==> config.mk <==
export PLATFORM = sky130hd
export DESIGN_NAME = pipelined_barrel_shift
export DESIGN_NICKNAME = d
export VERILOG_FILES = /design/src/rtl/pipelined_barrel_shift.sv
export SDC_FILE = /design/constraint.sdc
export NUM_CORES = 1
export LEC_CHECK = 0
export BUFFER_PORTS_ARGS = -buffer_cell sky130_fd_sc_hd__buf_2
export CORE_UTILIZATION = 52
export DETAILED_ROUTE_END_ITERATION = 7
export MAX_ROUTING_LAYER = met4
export PLACE_DENSITY = 0.71
export SLEW_MARGIN = 20
export SYNTH_ARGS = -nofsm -noshare
export SYNTH_HDL_FRONTEND = slang
export SYNTH_SLANG_ARGS = --single-unit
==> constraint.sdc <==
create_clock -name clk -period 4.1 [get_ports clk]
set_input_delay 0 -clock clk [delete_from_list [all_inputs] [get_ports clk]]
set_output_delay 0 -clock clk [all_outputs]
set_load 0.03 [all_outputs]
==> src/rtl/pipelined_barrel_shift.sv <==
// Pipelined barrel shifter: logical / arithmetic shift and rotate in either
// direction. Sticky output is the OR of every bit discarded by the shift.
// The datapath is an elastic valid/ready pipeline with STAGES register banks.
// Left shifts are done as bit-reverse, right-shift, bit-reverse.
module pipelined_barrel_shift #(
    parameter  int SHAMT_W = 5,
    parameter  int STAGES  = 2,
    localparam int WIDTH   = 1 << SHAMT_W
) (
    input  logic               clk,
    input  logic               reset_n,
    input  logic               in_valid,
    output logic               in_ready,
    input  logic               in_direction,
    input  logic [1:0]         in_mode,
    input  logic [WIDTH-1:0]   in_data,
    input  logic [SHAMT_W-1:0] in_shiftby,
    output logic               out_valid,
    input  logic               out_ready,
    output logic [WIDTH-1:0]   out_data,
    output logic               out_sticky
);
    // One in-flight beat: partial data, shift amount, and decoded op flags
    typedef struct packed {
        logic [WIDTH-1:0]   data;
        logic [SHAMT_W-1:0] shamt;
        logic               left;    // data is held bit-reversed
        logic               rot;     // rotate: nothing is discarded
        logic               fill;    // bit shifted into the MSBs
        logic               sticky;  // running OR of discarded bits
    } beat_t;

    // First binary level handled by stage s; low levels first, earlier
    // stages take the extra level when SHAMT_W does not divide evenly.
    function automatic int lvl_lo(input int s);
        return s * (SHAMT_W / STAGES) + ((s < SHAMT_W % STAGES) ? s : SHAMT_W % STAGES);
    endfunction

    function automatic logic [WIDTH-1:0] bitrev(input logic [WIDTH-1:0] d);
        logic [WIDTH-1:0] r;
        for (int i = 0; i < WIDTH; i++) r[i] = d[WIDTH-1-i];
        return r;
    endfunction

    beat_t              head;
    beat_t              bank_q  [STAGES];
    beat_t              stg_out [STAGES];
    logic [STAGES-1:0]  vld_q;
    logic [STAGES-1:0]  ld;
    logic [STAGES:0]    vin;
    logic               chain_full;

    // Incoming valid for each bank: in_valid feeds bank 0, bank k-1 feeds bank k
    assign vin = {vld_q, in_valid};

    // Decode the input beat; left shifts are turned into right shifts here
    always_comb begin
        head       = '0;
        head.left  = ~in_direction;
        head.rot   = (in_mode == 2'b10);
        head.fill  = (in_mode == 2'b01) & in_direction & in_data[WIDTH-1];
        head.shamt = in_shiftby;
        head.data  = head.left ? bitrev(in_data) : in_data;
    end

    for (genvar s = 0; s < STAGES; s++) begin : g_stage
        localparam int LO = lvl_lo(s);
        localparam int HI = lvl_lo(s + 1);
        beat_t            src;
        beat_t            cur;
        logic [WIDTH-1:0] lowm;

        if (s == 0) begin : g_head
            assign src = head;
        end else begin : g_bank
            assign src = bank_q[s-1];
        end

        // Apply this stage's binary levels (shift by 2^j) as right shift/rotate
        always_comb begin
            cur  = src;
            lowm = '0;
            for (int j = LO; j < HI; j++) begin
                if (cur.shamt[j]) begin
                    lowm       = ~({WIDTH{1'b1}} << (1 << j));
                    cur.sticky = cur.sticky | (~cur.rot & (|(cur.data & lowm)));
                    if (cur.rot)
                        cur.data = (cur.data >> (1 << j)) | (cur.data << (WIDTH - (1 << j)));
                    else
                        cur.data = (cur.data >> (1 << j))
                                 | ({WIDTH{cur.fill}} & ~({WIDTH{1'b1}} >> (1 << j)));
                end
            end
            if (s == STAGES - 1 && cur.left) cur.data = bitrev(cur.data);
        end

        assign stg_out[s] = cur;
    end

    // A bank loads when it, or any bank after it, is empty, or the output drains
    always_comb begin
        chain_full = 1'b1;
        ld         = '0;
        for (int k = STAGES - 1; k >= 0; k--) begin
            chain_full = chain_full & vld_q[k];
            ld[k]      = out_ready | ~chain_full;
        end
    end

    // Pipeline banks; data only moves when a real beat arrives
    always_ff @(posedge clk or negedge reset_n) begin
        if (!reset_n) begin
            vld_q <= '0;
            for (int k = 0; k < STAGES; k++) bank_q[k] <= '0;
        end else begin
            for (int k = 0; k < STAGES; k++) begin
                if (ld[k]) begin
                    vld_q[k] <= vin[k];
                    if (vin[k]) bank_q[k] <= stg_out[k];
                end
            end
        end
    end

    assign in_ready   = ld[0];
    assign out_valid  = vld_q[STAGES-1];
    assign out_data   = bank_q[STAGES-1].data;
    assign out_sticky = bank_q[STAGES-1].sticky;

endmodule

==> impl_metrics.toml <==
[outcome]
status = "completed"

[clock_tree]
cts_tree = "done"
cts_max_path_buffers = 2
cts_sinks = 73
cts.repair.resized = 0
path_clk_slew_ns = 0.06
clk_latency_ns = 0.34
tritoncts.num_buffers = 9
clock_tree.root_cell = "sky130_fd_sc_hd__clkbuf_16"
post-cts-setup-buffers = 0
cts_htree_levels = 3

[power_and_ir_drop]
netSwitchingPower_mw = 1.183
static_leak_nw = 2.791
peakVddDrop_v = 0.0003172
power_switching_share_pct = 38.63
cell_area_power_density_nw_per_um2 = 473.3
combinationalPowerShare_pct = 39.1
finalPower_mw = 3.062
p_int_mw = 1.879
seq_power_share_pct = 35.5
power.clock.fraction_pct = 25.4

[floorplanning]
coreArea_sq_um = 11030
ioPinCount = 79
fp.dieH_um = 109.4
die_x_um = 109.4
initial_utilization_pct = 54.42
row_count = 38
die_area_sq_um = 11980

[final_layout]
final.fill_count = 956
design.final.nets = 654
antennaDiodeCount = 0
p_r_area_growth_vs_syn_pct = 7.753
share_of_layout_cells_above_drive_strength_1_pct = 30.08
finalCoreUtilization_pct = 58.64

[logic_synthesis]
post_synth_num_cell_types = 44
syn-instance-count = 595
synthTopCellsByCount = "91 x sky130_fd_sc_hd__nand2_1, 73 x sky130_fd_sc_hd__dfrtp_1, 67 x sky130_fd_sc_hd__o21ai_0"
synth_top_area_cell = "sky130_fd_sc_hd__dfrtp_1"
syn-num-nets = 639
synth_edf_count = 0
netlist_area_sq_um = 6003
synth.ff_latch_count = 73
ys_seq_area_share_pct = 30.43
synth.most_common_cell = "sky130_fd_sc_hd__nand2_1"
synth.top_cell.area_share_pct = 30.43
synthesis.area_per_instance_sq_um = 10.09
post_synth_main_area_contributors = "sky130_fd_sc_hd__dfrtp_1 30%, sky130_fd_sc_hd__mux4_2 22%, sky130_fd_sc_hd__mux2i_1 11%"
async_flop_share_pct = 100.0
synth-warning-count = 0
synth-main-ff-cell = "sky130_fd_sc_hd__dfrtp_1"

[worst_setup_path]
worst_path_largest_cell_delay_ns = 0.58
setup.worst_path.end_class = "flip-flop"
timing.critical_path.cells = "buf_4, mux2i_1, a211o_1, o21ai_0, mux2i_1, o21ai_0"
arrival_ns = 2.50
criticalPathCategory = "reg -> reg"
source_of_the_worst_register_to_register_timing_path = "bank_q[48]"
crit_slowest_cell = "sky130_fd_sc_hd__dfrtp_2"
timing.critical_path.from = "bank_q[48]"
critical_path.startpoint_type = "flip-flop"
critPathMaxFanout = 40
cp.required_ns = 4.30

[sta]
finalClockSkew_ns = 0.006982
hold_viol_final = 0
final.min_clock_period_ns = 2.301
transition_time_of_the_tightest_slew_check_pin_ns = 0.9596
setup-tns-final_ns = 0
finalSetupViolations = 0
ratio_of_final_minimum_period_to_clock_period_pct = 56.12
fmaxAchievable_mhz = 434.6
timing.max_slew.rel_slack_pct = 36.03
grt_setup_unrepaired = "false"
report.final.slew_viol_count = 0

[grt]
grt_first_pass_wirelength_um = 23360
globalRoute.totalOverflow = 0
antenna_found_initial = 0
grt_usage_pct = 26.69
grt_max_degree = 66
first_global_vias = 4455

[routing]
remaining_routing_drc_violations = 0
routed-via-count = 4662
initialDrtViolationCount = 280
top_layer = "met4"
total_met2_wirelength_after_detailed_routing_um = 6756
wirelength_um = 14190
detail_route.wirelength.met1_um = 6380
drtPass1Iterations = 7
avgRoutedWirePerCell_um = 18.80
met3_length_um = 727
avgViaCountPerCell = 6.175
antenna_left = 0

[placed_design]
routabilityCongestion = 0.8957
dp_hpwl_um = 10520
port_buffers = 78

[hold_path]
min-delay-start = "in_mode[0]"
min-delay-path-class = "in -> reg"

[run]
drv_cap = 0
-- final timing paths --
kind                           endpoint  slack (ns)  depth (start not counted)
max in group asynchronous    bank_q[48]        2.80                          3
hold / removal               bank_q[43]        0.13                          4
min in group asynchronous  out_data[24]        0.28                          2
setup reg to reg            out_data[3]        1.80                          6
hold reg to reg            out_data[10]        0.47                          2
setup / recovery            out_data[3]        1.80                          6
-- repair_timing --
item                                    CTS  global route
endpoints found under the setup margin    0             0
hold endpoints to repair                 37             0
hold buffers                              6             0
-- power by group through the flow --
stage | Clock, mW | Combinational, mW | Sequential [mW]
after detailed placement | 0 | 1.19 | 1.09
after CTS | 0.789 | 1.20 | 1.08
after floorplan | 0 | 1.08 | 1.01
after global routing | 0.821 | 1.31 | 1.11
final | 0.777 | 1.20 | 1.09
after global placement | 0 | 1.17 | 1.09
-- final cells by class --
cell class	count	area (sq um)	share of cell area (%)
multi-input combinational	432	3669	56.71
sequential	73	1828	28.26
timing repair buffer	89	488.0	7.544
clock buffer	13	250.2	3.868
tap	140	175.2	2.708
clock inverter	3	40.04	0.6190
inverter	5	18.77	0.2901
-- worst max-delay path: cells and delay by family (launching register included) --
kind | cells | cell delay [ns]
flops | 1 | 0.58
mux | 2 | 0.64
compound gates | 3 | 0.40
buf+inv | 1 | 0.53
-- through the flow --
| stage | std cells | setup WS [ns] | instance area (sq um) | hold slack (ns) |
|---|---|---|---|---|
| global placement | 733 | 1.731 | 6116 | 0.1030 |
| detailed placement | 733 | 1.670 | 6116 | 0.1225 |
| floorplan | 595 | 2.260 | 6003 | -0.2956 |
| finish | 755 | 1.799 | 6469 | 0.1256 |
| global route | 755 | 1.669 | 6469 | 0.1892 |
| CTS | 755 | 1.734 | 6466 | 0.1216 |
-- registers in the layout, indices dropped and copies added (netlist names) --
name and count:
out_sticky 1, vld_q 2, out_data 32, bank_q 38
-- routing by layer --
metal,up-vias,GRT usage [%]
met3,24,4.268
met5,-,-
met4,0,11.43
li1,2200,-
met2,159,41.15
met1,2279,35.14
-- cell usage in the layout, fill, tap and decap left out, types with 10 or more instances in the layout --
cell type | Yosys | layout
sky130_fd_sc_hd__a21oi_1 | 14 | 14
sky130_fd_sc_hd__nor2_1 | 45 | 44
sky130_fd_sc_hd__mux2_2 | 14 | 14
sky130_fd_sc_hd__buf_2 | 15 | 78
sky130_fd_sc_hd__a21o_1 | 10 | 10
sky130_fd_sc_hd__mux2i_1 | 64 | 64
sky130_fd_sc_hd__o21ai_0 | 67 | 67
sky130_fd_sc_hd__nand2_1 | 91 | 91
sky130_fd_sc_hd__mux4_2 | 58 | 58
sky130_fd_sc_hd__dfrtp_1 | 73 | 72
sky130_fd_sc_hd__a31o_2 | 10 | 10
-- logic make-up (layout without fill, tap and decap cells) --
group,Yosys count,after routing,synth area share (%)
buffers and inverters,90,110,8.503
DFF,73,73,30.43
muxes,140,140,36.62
AOI/OAI and AO/OA,128,128,12.98
xor gates and xnor gates,1,1,0.1459
and+or+nand+nor,163,163,11.32
No activity file was read; power rests on OpenSTA's default activity.
